<file path="src/rtl/axi_lite_master.sv">
// axi_lite_master
// ---------------------------------------------------------------------------
// AXI4-Lite initiator. Accepts one single-word read or write command at a time
// on a valid/ready request port, performs the corresponding AXI4-Lite
// transaction on the cbus_* control bus, and returns the result on a
// valid/ready response port. There is exactly one transaction outstanding at a
// time, with no pipelining or reordering.
//
// Handshake rule (every valid/ready pair in this block): a transfer happens on
// a rising clk edge where both valid and ready are sampled high. Once a valid
// is raised, it and its payload stay stable until that edge.
//
// Ports
//   clk, rst                    clock, asynchronous active-high reset
//   req_valid/req_ready         command handshake (req_ready is high in IDLE)
//   req_write                   1 = write, 0 = read
//   req_addr/req_wdata/req_wstrb command payload, latched on acceptance
//   rsp_valid/rsp_ready         response handshake
//   rsp_rdata                   read data (0 for writes and timeouts)
//   rsp_resp                    BRESP/RRESP (2'b10 on timeout)
//   rsp_timeout                 transaction aborted by the watchdog
//   cbus_aw*/w*/b*/ar*/r*       AXI4-Lite master port set
//
// Optional feature
//   AXI_LITE_MASTER_TIMEOUT_EN  when defined, a watchdog aborts any transaction
//                               that spends TIMEOUT cycles on the bus and
//                               reports SLVERR with rsp_timeout=1. When not
//                               defined there is no counter, rsp_timeout is 0
//                               and the master waits indefinitely.
// ---------------------------------------------------------------------------
module axi_lite_master #(
    parameter int ADDR_WIDTH = 8,
    parameter int DATA_WIDTH = 32,
    parameter int TIMEOUT    = 255
) (
    input  logic                    clk,
    input  logic                    rst,

    input  logic                    req_valid,
    output logic                    req_ready,
    input  logic                    req_write,
    input  logic [ADDR_WIDTH-1:0]   req_addr,
    input  logic [DATA_WIDTH-1:0]   req_wdata,
    input  logic [DATA_WIDTH/8-1:0] req_wstrb,

    output logic                    rsp_valid,
    input  logic                    rsp_ready,
    output logic [DATA_WIDTH-1:0]   rsp_rdata,
    output logic [1:0]              rsp_resp,
    output logic                    rsp_timeout,

    output logic [ADDR_WIDTH-1:0]   cbus_awaddr,
    output logic [2:0]              cbus_awprot,
    output logic                    cbus_awvalid,
    input  logic                    cbus_awready,

    output logic [DATA_WIDTH-1:0]   cbus_wdata,
    output logic [DATA_WIDTH/8-1:0] cbus_wstrb,
    output logic                    cbus_wvalid,
    input  logic                    cbus_wready,

    input  logic [1:0]              cbus_bresp,
    input  logic                    cbus_bvalid,
    output logic                    cbus_bready,

    output logic [ADDR_WIDTH-1:0]   cbus_araddr,
    output logic [2:0]              cbus_arprot,
    output logic                    cbus_arvalid,
    input  logic                    cbus_arready,

    input  logic [DATA_WIDTH-1:0]   cbus_rdata,
    input  logic [1:0]              cbus_rresp,
    input  logic                    cbus_rvalid,
    output logic                    cbus_rready
);

    localparam int STRB_WIDTH = DATA_WIDTH / 8;

    typedef enum logic [2:0] {
        IDLE         = 3'd0,
        WR_ADDR_DATA = 3'd1,
        WR_RESP      = 3'd2,
        RD_ADDR      = 3'd3,
        RD_DATA      = 3'd4,
        RESP         = 3'd5
    } state_t;

    state_t                  state;

    // Latched request payload, held for the whole transaction.
    logic [ADDR_WIDTH-1:0]   addr_q;
    logic [DATA_WIDTH-1:0]   wdata_q;
    logic [STRB_WIDTH-1:0]   wstrb_q;

    // AW and W complete independently; these remember which one is done.
    logic                    aw_done;
    logic                    w_done;
    logic                    aw_done_next;
    logic                    w_done_next;

    logic                    busy;       // a bus transaction is in flight
    logic                    finishing;  // the current bus phase completes this cycle
    logic                    tmo_hit;    // watchdog expires at the coming edge

    assign aw_done_next = aw_done | (cbus_awvalid & cbus_awready);
    assign w_done_next  = w_done  | (cbus_wvalid  & cbus_wready);

    assign busy = (state == WR_ADDR_DATA) || (state == WR_RESP) ||
                  (state == RD_ADDR)      || (state == RD_DATA);

    // A phase that completes in the same cycle the watchdog expires is
    // allowed to finish normally.
    always_comb begin
        finishing = 1'b0;
        case (state)
            WR_ADDR_DATA: finishing = aw_done_next && w_done_next;
            WR_RESP:      finishing = cbus_bvalid;
            RD_ADDR:      finishing = cbus_arvalid && cbus_arready;
            RD_DATA:      finishing = cbus_rvalid;
            default:      finishing = 1'b0;
        endcase
    end

    // Payload outputs simply mirror the latched request.
    assign cbus_awaddr = addr_q;
    assign cbus_araddr = addr_q;
    assign cbus_wdata  = wdata_q;
    assign cbus_wstrb  = wstrb_q;

    // Unprivileged, secure, data access.
    assign cbus_awprot = 3'b000;
    assign cbus_arprot = 3'b000;

`ifdef AXI_LITE_MASTER_TIMEOUT_EN
    localparam int TMO_W = $clog2(TIMEOUT + 1);

    logic [TMO_W-1:0] tmo_cnt;
    logic             tmo_q;

    // tmo_cnt counts completed busy cycles; when it equals TIMEOUT-1 the
    // current cycle is the TIMEOUT-th one on the bus.
    assign tmo_hit     = (tmo_cnt == TMO_W'(TIMEOUT - 1));
    assign rsp_timeout = tmo_q;

    always_ff @(posedge clk or posedge rst) begin
        if (rst) begin
            tmo_cnt <= '0;
        end else if (state == IDLE && req_valid) begin
            tmo_cnt <= '0;
        end else if (busy) begin
            tmo_cnt <= tmo_cnt + 1'b1;
        end
    end
`else
    logic unused_timeout;

    assign unused_timeout = ^TIMEOUT;
    assign tmo_hit        = 1'b0;
    assign rsp_timeout    = 1'b0;
`endif

    always_ff @(posedge clk or posedge rst) begin
        if (rst) begin
            state        <= IDLE;
            req_ready    <= 1'b1;
            rsp_valid    <= 1'b0;
            rsp_rdata    <= '0;
            rsp_resp     <= 2'b00;
            addr_q       <= '0;
            wdata_q      <= '0;
            wstrb_q      <= '0;
            aw_done      <= 1'b0;
            w_done       <= 1'b0;
            cbus_awvalid <= 1'b0;
            cbus_wvalid  <= 1'b0;
            cbus_bready  <= 1'b0;
            cbus_arvalid <= 1'b0;
            cbus_rready  <= 1'b0;
`ifdef AXI_LITE_MASTER_TIMEOUT_EN
            tmo_q        <= 1'b0;
`endif
        end else if (busy && tmo_hit && !finishing) begin
            // Watchdog abort: withdraw everything from the bus and report SLVERR.
            cbus_awvalid <= 1'b0;
            cbus_wvalid  <= 1'b0;
            cbus_bready  <= 1'b0;
            cbus_arvalid <= 1'b0;
            cbus_rready  <= 1'b0;
            rsp_rdata    <= '0;
            rsp_resp     <= 2'b10;
            rsp_valid    <= 1'b1;
            state        <= RESP;
`ifdef AXI_LITE_MASTER_TIMEOUT_EN
            tmo_q        <= 1'b1;
`endif
        end else begin
            case (state)
                IDLE: begin
                    if (req_valid) begin
                        addr_q    <= req_addr;
                        wdata_q   <= req_wdata;
                        wstrb_q   <= req_wstrb;
                        aw_done   <= 1'b0;
                        w_done    <= 1'b0;
                        req_ready <= 1'b0;
                        if (req_write) begin
                            // AW and W are offered together; W never waits for AW.
                            cbus_awvalid <= 1'b1;
                            cbus_wvalid  <= 1'b1;
                            state        <= WR_ADDR_DATA;
                        end else begin
                            cbus_arvalid <= 1'b1;
                            state        <= RD_ADDR;
                        end
                    end
                end

                WR_ADDR_DATA: begin
                    if (cbus_awvalid && cbus_awready) begin
                        cbus_awvalid <= 1'b0;
                    end
                    if (cbus_wvalid && cbus_wready) begin
                        cbus_wvalid <= 1'b0;
                    end
                    aw_done <= aw_done_next;
                    w_done  <= w_done_next;
                    if (aw_done_next && w_done_next) begin
                        cbus_bready <= 1'b1;
                        state       <= WR_RESP;
                    end
                end

                WR_RESP: begin
                    if (cbus_bvalid) begin
                        cbus_bready <= 1'b0;
                        rsp_resp    <= cbus_bresp;
                        rsp_rdata   <= '0;
                        rsp_valid   <= 1'b1;
                        state       <= RESP;
                    end
                end

                RD_ADDR: begin
                    if (cbus_arready) begin
                        cbus_arvalid <= 1'b0;
                        cbus_rready  <= 1'b1;
                        state        <= RD_DATA;
                    end
                end

                RD_DATA: begin
                    if (cbus_rvalid) begin
                        cbus_rready <= 1'b0;
                        rsp_rdata   <= cbus_rdata;
                        rsp_resp    <= cbus_rresp;
                        rsp_valid   <= 1'b1;
                        state       <= RESP;
                    end
                end

                RESP: begin
                    // Response outputs stay frozen until the consumer takes them.
                    if (rsp_ready) begin
                        rsp_valid <= 1'b0;
                        req_ready <= 1'b1;
                        state     <= IDLE;
`ifdef AXI_LITE_MASTER_TIMEOUT_EN
                        tmo_q     <= 1'b0;
`endif
                    end
                end

                default: begin
                    state     <= IDLE;
                    req_ready <= 1'b1;
                    rsp_valid <= 1'b0;
                end
            endcase
        end
    end

endmodule

</file>
<file path="config.mk">
export PLATFORM = sky130hd
export DESIGN_NAME = axi_lite_master
export DESIGN_NICKNAME = d
export VERILOG_FILES = /design/src/rtl/axi_lite_master.sv
export SDC_FILE = /design/constraint.sdc
export NUM_CORES = 1
export LEC_CHECK = 0
export BUFFER_PORTS_ARGS = -buffer_cell sky130_fd_sc_hd__buf_2
export CAP_MARGIN = 20
export CORE_MARGIN = 8
export CORE_UTILIZATION = 35
export DETAILED_ROUTE_END_ITERATION = 10
export GPL_TIMING_DRIVEN = 0
export SYNTH_ARGS = -nofsm -noshare
export SYNTH_HDL_FRONTEND = slang
export SYNTH_SLANG_ARGS = --single-unit
export TNS_END_PERCENT = 100
</file>
<file path="constraint.sdc">
create_clock -name clk -period 3.8 [get_ports clk]
set_input_delay 0.19 -clock clk [delete_from_list [all_inputs] [get_ports clk]]
set_output_delay 0.19 -clock clk [all_outputs]
set_load 0.01 [all_outputs]
</file>
# --- After elaboration in Yosys (flattened, before gate mapping) ---
# Cells that the tools add are included.
word_totals:
  ff_bits: 90
  word_cells: 97
op_classes:
  n_eq_ne: 15
  n_mux: 39
  n_bitwise: 6
  n_reduce_logical: 22
op_table:
  columns: ["operator", "count"]
  rows:
  - ["32-bit 2-to-1 mux", 2]
  - ["32-bit case mux with 2 select lines", 1]
  - ["3-bit 2-to-1 mux", 6]
  - ["3-bit case mux with 6 select lines", 1]
  - ["1-bit 2-to-1 mux", 16]
  - ["4-bit AND reduction", 4]
  - ["2-bit != test (second input constant)", 7]
  - ["1-bit case mux with 2 select lines", 7]
  - ["3-bit AND reduction", 4]
  - ["2-bit nonzero test", 5]
  - ["3-bit by 2-bit == test with 1-bit output (second input constant)", 2]
  - ["3-bit == test (second input constant)", 2]
  - ["2-bit 2-to-1 mux", 3]
  - ["2-bit by 1-bit != test with 1-bit output (second input constant)", 3]
  - ["6-bit AND reduction", 1]
  - ["1-bit case mux with 4 select lines", 1]
  - ["2-bit case mux with 2 select lines", 1]
  - ["2-bit AND reduction", 2]
  - ["4-bit OR reduction", 1]
  - ["3-bit by 1-bit == test with 1-bit output (second input constant)", 1]
  - ["1-bit logical AND", 3]
  - ["3-bit zero test", 1]
  - ["1-bit case mux with 3 select lines", 1]
  - ["3-bit OR reduction", 1]
  - ["other kinds (3)", 6]

# --- Longest topological paths before layout ---
# Gate-level depths: netlist of run 1.
logic_depth:
  ltp_word: 5
  depth_mapped: 7
  depth_no_buf: 4

# --- Worst setup path after synthesis of run 1 ---
# No wires, ideal clock.
synth_timing:
  kind: "flip-flop to flip-flop"
  startpoint: "register state[2]"
  endpoint: "register wdata_q[0] (netlist: cbus_wdata[0])"
  setup_time_ns: 0.127
  t_arrival_ns: 1.385
  required_ns: 3.673
  path_slack_ns: 2.288
  path_stages_with_launch: 7
  n_path_buf: 3
  path_cell_list: "dfrtp_1 > buf_2 > nand2b_4 > nor3_4 > buf_6 > buf_6 > mux2_1"
synth_via:
  elab_chain_cells: 2
synth_rtl:
  columns: ["element", "line", "source"]
  rows:
  - ["start, declared", "88", "state_t state;"]
  - ["start signal, assigned", "164", "state <= IDLE;"]
  - ["start signal, assigned", "192", "state <= RESP;"]
  - ["start signal, assigned", "210", "state <= WR_ADDR_DATA;"]
  - ["3-bit zero test", "197", "case (state)"]
  - ["2-bit AND reduction (no line)", null, null]
  - ["end signal, assigned", "201", "wdata_q <= req_wdata;"]
  - ["end, declared", "92", "logic [DATA_WIDTH-1:0] wdata_q;"]
# No other way between the ends.
# A chain may end at the register's enable or synchronous reset.

# --- Final worst setup path of run 1 ---
layout_timing:
  startpoint: "register state[2]"
  endpoint: "register wstrb_q[2] (netlist: cbus_wstrb[2])"
layout_via:
  elab_chain_cells: 2
layout_rtl:
  columns: ["element", "line", "source"]
  rows:
  - ["3-bit zero test", "197", null]
  - ["2-bit AND reduction (no line)", null, null]
  - ["end signal, assigned", "202", "wstrb_q <= req_wstrb;"]
  - ["end, declared", "93", "logic [STRB_WIDTH-1:0] wstrb_q;"]
# No other way between the ends.

==> flow_summary.ini, run 1 <==
[synth]
synth_edf_count = 0
synth_cells = 270
synthSimpleGateAreaFrac_pct = 6.24
synth_area_leaders = dfrtp_1, mux2_2, a22o_1
synth.area.mux_share_pct = 14.0
synth-xor-area-share_pct = 0
synth_compound_area_share_pct = 12.3
post-synth-top-count-cell = dfrtp_1
async_reset_ff_share_pct = 100
synth_seq_area_share_pct = 61.1
synth_seq_cells = 90
yosys_warnings = 0
synth_top_family_by_area = multiplexers
synth_common_cells = dfrtp_1, mux2_2, a22o_1, buf_4, a21oi_1
synth-main-ff-cell = dfrtp_1
synth.top_cell.area_share_pct = 60.4
synthAdderAreaFrac_pct = 0
yosys.area.top_type = dfrtp_1
synth_area_per_cell_sq_um = 13.7
syn-cell-area_sq_um = 3690
synth_cell_type_count = 37

[status]
status = finished, final reports clean

[setup_path]
worstPathMaxFanout = 10
endpoint_kind = flop
cpPeakStageDelay_ps = 360
crit_chain = buf_2 > nand2b_4 > nor3_4 > buf_6 > buf_6 > mux2_1
path_delay_family = buffers and inverters
slowest_stage = dfrtp_1
arrival_ps = 1950
required_ps = 4030
criticalPathCategory = flop to flop
crit_buf_inv = 3
startpoint_type = flop
cp_common_cell = buf_6

[cells_and_area]
diodes = 0
finish.net_count = 561
syn2layout_area_growth_pct = 35.6
layout-drive-gt1-share_pct = 58.0
postLayoutCoreUtil_pct = 48.7

[drt]
drt_iter0_drc = 94
first_pass_iters = 4
wl_microns = 9960
vias = 2809
ant_nets = 0
via_per_inst = 4.59
wl_per_cell_microns = 16.3
drc_errors = 0

[global_routing]
grt.overflow.total = 0
grtUsageMet3_pct = 4.85
grt_first_pass_wirelength_microns = 15900
top_usage_layer = met2
met1_usage_pct = 16.1
grt.total_usage_pct = 13.9
use_met2_pct = 24.1
grt_pass1_vias = 3003
grt_max_degree = 55
antenna_found_initial = 0

[clock_tree]
cts-resized-gates = 0
path_clk_slew_ps = 90
cts.htree.levels = 3
insertion_delay_ps = 340
cts_setup_buffers = 0
clock_tree.buffer_depth = 2
cts_buffers = 9
cts.sinks = 90
ctsHoldBuffers = 1
tritoncts = built
root_buffer = clkbuf_8

[floorplanning]
io_pins = 190
die_x_microns = 119
core_area_sq_um = 10300
rows = 37
initial_core_util_pct = 35.9
fp.dieH_microns = 119
die-area_sq_um = 14100

[placed_design]
gp_congestion = 0.789
dp.final_hpwl_microns = 7930
place.port_buffers = 182

[timing]
hold_violations = 0
slew_viol_final = 0
fin_crit_sh_pct = 45.1
final.min_clock_period_ps = 1720
clock.fmax_mhz = 583
skew_ps = 7.74
fin_tns_setup_ps = 0
setup-violations-final = 0
rsz0062_at_grt = no

[pwr]
power_density_nw_per_um2 = 784
ir_drop_v = 0.000274
p_total_mw = 3.93
power.leakage_nw = 2.60

[hold_path]
hold_class = input pin to flop

[run]
drv_cap = 0
## stage by stage
step | hold slack (ps) | worst slack, ps | instance area (sq um) | std cells
after global routing | 20.4 | 1970 | 5000 | 612
final | 54.0 | 2080 | 5000 | 612
after floorplan | 287 | 1280 | 3710 | 276
after CTS | 30.7 | 2040 | 5000 | 612
after global placement | 402 | 206 | 4790 | 594
after detailed placement | 265 | 2040 | 4820 | 595
## final timing paths
check                               startpoint        endpoint  slack (ps)  depth (start not counted)
worst max register to register        state[2]   cbus_wstrb[2]        2080                          6
worst min-delay path            cbus_rdata[18]   rsp_rdata[18]          50                          2
max in group asynchronous                  rst    rsp_rdata[5]        2750                          4
worst max-delay path                  state[2]   cbus_wstrb[2]        2080                          6
worst min register to register    cbus_arvalid    cbus_arvalid         480                          2
min in group asynchronous                  rst  cbus_wdata[12]         420                          3
## final cells by class
type	count	area, sq um
Timing Repair Buffer	184	948
Clock inverter	5	40.0
Buffer	32	219
Inverter	4	17.5
Fill cell	971	5270
Clock buffer	11	131
Multi-Input combinational cell	150	1220
Tap cell	136	170
Sequential cell	90	2250
## cell families (layout without fill, tap and decap cells)
logic type	count (synthesis)	count (layout)
muxes	46	46
DFF	90	90
and+or+nand+nor	37	37
AOI/OAI and AO/OA	60	60
buffers and inverters	36	236
other	1	7
## registers in the layout, summed over array words and instances (netlist names)
signal	flops
cbus_wstrb	4
cbus_bready	1
req_ready	1
cbus_rready	1
cbus_arvalid	1
aw_done	1
cbus_araddr	8
cbus_wvalid	1
rsp_rdata	32
w_done	1
state	3
cbus_awvalid	1
cbus_wdata	32
rsp_resp	2
rsp_valid	1
## metal layers
| metal | routed length (microns) | vias to the layer above |
|---|---|---|
| met5 | 0 | - |
| met4 | 48 | 0 |
| met3 | 685 | 5 |
| met2 | 5050 | 97 |
| met1 | 4180 | 1353 |
| li1 | - | 1354 |
## power by group
group / internal [mW] / switching (mW)
combinational: 0.880 / 0.845
sequential: 1.39 / 0.231
clock: 0.242 / 0.338
total: 2.51 / 1.41
## cell usage in the layout (no fill, tap or decap), types with 4 or more instances in the layout
cell	count
a21oi_1	12
a22o_1	32
buf_2	191
buf_4	19
clkbuf_8	9
conb_1	7
dfrtp_1	89
mux2_1	5
mux2_2	39
nand2_1	11
nor2_1	9
o21ai_0	4
Power figures use the tool's default switching activity.
==> inputs of run 2 (changes only) <==
ABC_AREA = 1   (was not set)
PLACE_DENSITY = 0.66   (was not set)
clock period = 1.5 ns   (was 3.8 ns; I/O delays follow)
==> flow_summary.ini, run 2 <==
[setup_path]
endpoint_kind = flop
reg2regPathDepth = 9
worstPathMaxFanout = 10
criticalPathCategory = flop to flop
r2r_setup_slack_ps = 20
reg2reg_to = rsp_rdata[10]
r2r-start = state[0]
arrival_ps = 1720
startpoint_type = flop
required_ps = 1740

[cells_and_area]
diodes = 0
finish.net_count = 826
syn2layout_area_growth_pct = 57.0
layout-drive-gt1-share_pct = 35.6
layout_common_cells = nand2_1, buf_2, dfrtp_1, dlygate4sd3_1, buf_4
final_common_cell = nand2_1

[pwr]
clkPwrFrac_pct = 13.9
ir_drop_v = 0.000794
switching_share_pct = 40.8
p_sw_mw = 4.51
power.leakage_nw = 3.52
power_density_nw_per_um2 = 1840
pwr-share-seq_pct = 38.2
combPwrFrac_pct = 47.9
p_total_mw = 11.1
p_int_mw = 6.55

[hold_path]
min_path_cells = 4
min_from = req_write
hold_path_end = cbus_arvalid
hold_class = input pin to flop

[floorplanning]
die-area_sq_um = 14600
initial_core_util_pct = 35.7
io_pins = 190
core_area_sq_um = 10700
rows = 38
fp.dieH_microns = 121
die_x_microns = 121

[synth]
synth_edf_count = 0
synth.top_cell.area_share_pct = 58.1
synth-xor-area-share_pct = 0
synth_top_family_by_area = simple AND/OR/NAND/NOR gates
post-synth-top-count-cell = nand2_1
synth_seq_area_share_pct = 58.7
synth_compound_area_share_pct = 1.30
synth.area.mux_share_pct = 0
synth_cell_type_count = 21
yosys.area.top_type = dfrtp_1
synthSimpleGateAreaFrac_pct = 31.8
async_reset_ff_share_pct = 100
synth_area_per_cell_sq_um = 8.49
synth_common_cells = nand2_1, dfrtp_1, buf_4, nand3_1
synth_seq_cells = 90
synth-main-ff-cell = dfrtp_1
yosys_warnings = 0
syn-cell-area_sq_um = 3840
synth_cells = 452
synth_area_leaders = dfrtp_1, nand2_1, buf_4
synthAdderAreaFrac_pct = 0

[clock_tree]
path_clk_slew_ps = 80
root_buffer = clkbuf_8
cts_buffers = 9
cts.sinks = 90
insertion_delay_ps = 350
tritoncts = built
cts.htree.levels = 3
clock_tree.buffer_depth = 2

[placed_design]
dp.final_hpwl_microns = 8300
place.port_buffers = 182
gp_congestion = 0.815

[drt]
via_per_inst = 4.37
drt_iter0_drc = 168
wl_per_cell_microns = 13.7
drc_errors = 0
first_pass_iters = 5
vias = 3843
wl_microns = 12000
ant_nets = 0

[run]
drv_cap = 0

[global_routing]
grt.total_usage_pct = 16.4
grt_first_pass_wirelength_microns = 19500
grt_max_degree = 44
grt.overflow.total = 0
antenna_found_initial = 0
grt_pass1_vias = 3994

[timing]
fin_crit_sh_pct = 98.7
rsz0062_at_grt = yes
hold_violations = 0
final.min_clock_period_ps = 1480
skew_ps = 5.13
setup-violations-final = 0
clock.fmax_mhz = 675
fin_tns_setup_ps = 0
slew_viol_final = 0

[status]
status = finished, final reports clean
-- run 2: area by class of cell --
cell class | instances | area, sq um
buffer | 30 | 239
timing repair buffer | 267 | 1770
clock buffer | 10 | 128
fill | 926 | 4720
tap | 140 | 175
multi-input combinational | 319 | 1320
inverter | 19 | 95.1
sequential | 90 | 2260
clock inverter | 4 | 45.0
-- run 2: power groups by stage --
| stage | sequential (mW) | combinational (mW) | clock, mW |
|---|---|---|---|
| 2_1_floorplan | 4.70 | 2.53 | 0 |
| 3_3_place_gp | 4.19 | 4.89 | 0 |
| 3_5_place_dp | 4.24 | 4.99 | 0 |
| 4_1_cts | 4.22 | 5.20 | 1.61 |
| 5_1_grt | 4.35 | 5.96 | 1.70 |
| 6_report | 4.23 | 5.30 | 1.53 |
-- run 2: how the worst max path moves through the flow --
stage,start,to,depth (start not counted)
5_1_grt,state[0],rsp_rdata[27],9
3_3_place_gp,rst,cbus_wdata[8],2
3_5_place_dp,state[0],rsp_rdata[7],9
6_report,state[0],rsp_rdata[10],9
2_1_floorplan,state[0],rsp_rdata[10],9
4_1_cts,state[1],rsp_rdata[7],9
-- run 2: per-stage QoR --
stage / worst slack, ps / instances / area [sq um] / hold WS (ps) / utilization [%]
global route: -73.2 / 879 / 6020 / 19.8 / 56.1
CTS: 16.6 / 876 / 5960 / 0.776 / 55.5
global placement: -215 / 780 / 4950 / 268 / 46.1
finish: 19.2 / 879 / 6020 / 32.9 / 56.1
detailed placement: -33.9 / 782 / 4990 / 103 / 46.4
floorplan: 135 / 458 / 3860 / 185 / -
-- run 2: what timing repair did --
action                                  4_1_cts  5_1_grt
endpoints found under the setup margin       69       77
gates resized for setup                       4       12
hold buffers                                 78        0
pin swaps                                     2        3
buffers inserted                              2        3
endpoints found under the hold margin        92        0
-- run 2: routing by layer --
layer	GRT usage (%)	part of all wire [%]	up-vias
li1	-	-	1913
met1	19.8	42	1760
met2	26.9	47	160
met3	6.25	9.9	10
met4	4.53	0.76	0
met5	0	0	-
-- run 2: cells by family (layout without fill, tap and decap cells) --
| group | count (synthesis) | after routing |
|---|---|---|
| buffers and inverters | 49 | 330 |
| flip-flops | 90 | 90 |
| AO/OA/AOI/OAI | 10 | 10 |
| AND/OR/NAND/NOR | 302 | 302 |
| other | 1 | 7 |
-- run 2: critical path, stage by stage (launching register included) --
cell	delay, ps
dfrtp_2	460
nor2_4	200
nand2_2	80
nand2_2	80
inv_2	50
nor2_4	140
inv_4	80
buf_6	160
nand2_2	50
nand2_1	50
==> inputs of run 3 (changes only) <==
--- a/config.mk
+++ b/config.mk
@@ -10,3 +10,3 @@
 export CAP_MARGIN = 20
-export CORE_MARGIN = 8
+export CORE_MARGIN = 1
 export CORE_UTILIZATION = 35
==> constraint.sdc (replaced) <==
create_clock -name clk -period 1.5 [get_ports clk]
set_input_delay 0 -clock clk [delete_from_list [all_inputs] [get_ports clk]]
set_output_delay 0 -clock clk [all_outputs]
set_load 0.01 [all_outputs]
==> flow_summary.ini, run 3 (synthesis gave the netlist of run 2 again) <==
[status]
status = finished with violations
violations = negative setup slack

[global_routing]
antenna_found_initial = 0
grt.total_usage_pct = 20.1
grt.overflow.total = 0
grt_pass1_vias = 4002
grt_first_pass_wirelength_microns = 18000
grt_max_degree = 44

[timing]
fin_tns_setup_ps = -2280
hold_violations = 0
rsz0062_at_grt = yes
setup-violations-final = 33
final.min_clock_period_ps = 1610
fin_crit_sh_pct = 107
clock.fmax_mhz = 621
layout_setup_ws_ps = -111
skew_ps = 14.8
slew_viol_final = 0

[floorplanning]
rows = 37
io_pins = 190
die_x_microns = 107
fp.dieH_microns = 107
core_area_sq_um = 10500
die-area_sq_um = 11400
initial_core_util_pct = 36.7

[drt]
wl_microns = 12600
drt_iter0_drc = 297
first_pass_iters = 4
drc_errors = 0
wl_per_cell_microns = 13.8
vias = 4134
ant_nets = 0
via_per_inst = 4.54

[setup_path]
cpPeakStageDelay_ps = 460
arrival_ps = 1860
path_delay_family = buffers and inverters
slowest_stage = dfrtp_2
worstPathMaxFanout = 5
startpoint_type = flop
crit_chain = buf_6 > inv_4 > nand3_4 > nand2_4 > inv_4 > nor2_4 > clkinv_4 > buf_4 > clkbuf_16 > nand2_1 > nand2_1
required_ps = 1750
criticalPathCategory = flop to flop
endpoint_kind = flop
crit_buf_inv = 6

[cells_and_area]
diodes = 0
syn2layout_area_growth_pct = 71.6
layout-drive-gt1-share_pct = 41.7
finish.net_count = 860
fill_cells = 856
final_common_cell = nand2_1
layout_common_cells = nand2_1, buf_2, dlygate4sd3_1, dfrtp_1, buf_4

[pwr]
power.leakage_nw = 3.77
power_density_nw_per_um2 = 1900
ir_drop_v = 0.000876

[clock_tree]
cts.sinks = 90
path_clk_slew_ps = 90
tritoncts = built
root_buffer = clkbuf_8
cts.htree.levels = 3
insertion_delay_ps = 360
cts_buffers = 9
clock_tree.buffer_depth = 2

[placed_design]
dp_slack_ps = -42.8
dp.final_hpwl_microns = 7230
place.port_buffers = 182
gp_congestion = 0.805

[run]
drv_cap = 0

[hold_path]
hold_class = input pin to asynchronous set/reset pin
==> run 3: cell types whose count changed in the layout (fill, tap and decap cells not counted), moves of 3 or more <==
cell           before  now
buf_2             187  183
buf_4              22   42
buf_8               0    3
clkbuf_16           0    3
dlygate4sd3_1      78   88
nand2_1           262  231
nand2_2            13   31
nand2_4             0   13
==> run 3: worst register-to-register path: stages, from the launching register on <==
cell and delay (ps):
dfrtp_2 460, buf_6 140, inv_4 60, nand3_4 70, nand2_4 90, inv_4 50
nor2_4 140, clkinv_4 90, buf_4 150, clkbuf_16 150, nand2_1 70, nand2_1 50
==> run 3: path summary, 6_finish.rpt <==
path                           start             to  slack [ps]  cells after the start
min in group clk           rsp_ready      rsp_valid         230                      6
max in group asynchronous        rst      req_ready         850                      4
setup reg to reg            state[0]  rsp_rdata[25]        -110                     11
hold reg to reg            req_ready      req_ready         480                      2
setup / recovery            state[0]  rsp_rdata[25]        -110                     11
hold / removal                   rst  cbus_wdata[9]         120                      3
==> run 3: layout make-up <==
type	count	area, sq um	area share (%)
Sequential cell	90	2260	34.3
Timing Repair Buffer	301	2130	32.3
Buffer	30	273	4.14
Multi-Input combinational cell	319	1480	22.5
Clock buffer	11	141	2.15
Tap cell	136	170	2.58
Inverter	19	108	1.63
Clock inverter	5	30.0	0.456
==> run 3: per-layer routing <==
layer  vias to the layer above  wire (microns)  GRT usage, %
li1                       1978               -             -
met1                      1944            5060          23.1
met2                       187            6430          35.9
met3                        25             838          3.83
met4                         0             284          9.00
met5                         -               0             0
==> run 3: stage by stage <==
| step | utilization (%) | hold slack [ps] | total power, mW | area (sq um) | cells |
|---|---|---|---|---|---|
| 4_1_cts | 58.1 | 97.9 | 10.9 | 6080 | 886 |
| 3_5_place_dp | 47.6 | -52.2 | 9.15 | 4980 | 778 |
| 5_1_grt | 62.9 | 131 | 13.4 | 6580 | 911 |
| 6_report | 62.9 | 123 | 12.5 | 6580 | 911 |
| 3_3_place_gp | 47.2 | 194 | 8.99 | 4940 | 776 |
| 2_1_floorplan | - | 110 | 7.23 | 3860 | 458 |
==> run 3: repair_timing <==
action	in CTS	in global routing
endpoints found under the hold margin	172	0
setup endpoints to repair	69	78
pin swaps	1	17
hold buffers	88	0
gates resized for setup	5	84
cloned	0	3
buffers inserted	4	22
==> run 3: power breakdown <==
group	total (mW)	switching, mW	leakage (nW)	internal [mW]
sequential	4.32	0.764	1.14	3.56
combinational	6.70	3.56	2.54	3.14
clock	1.48	0.840	0.0851	0.640
total	12.5	5.16	3.77	7.34
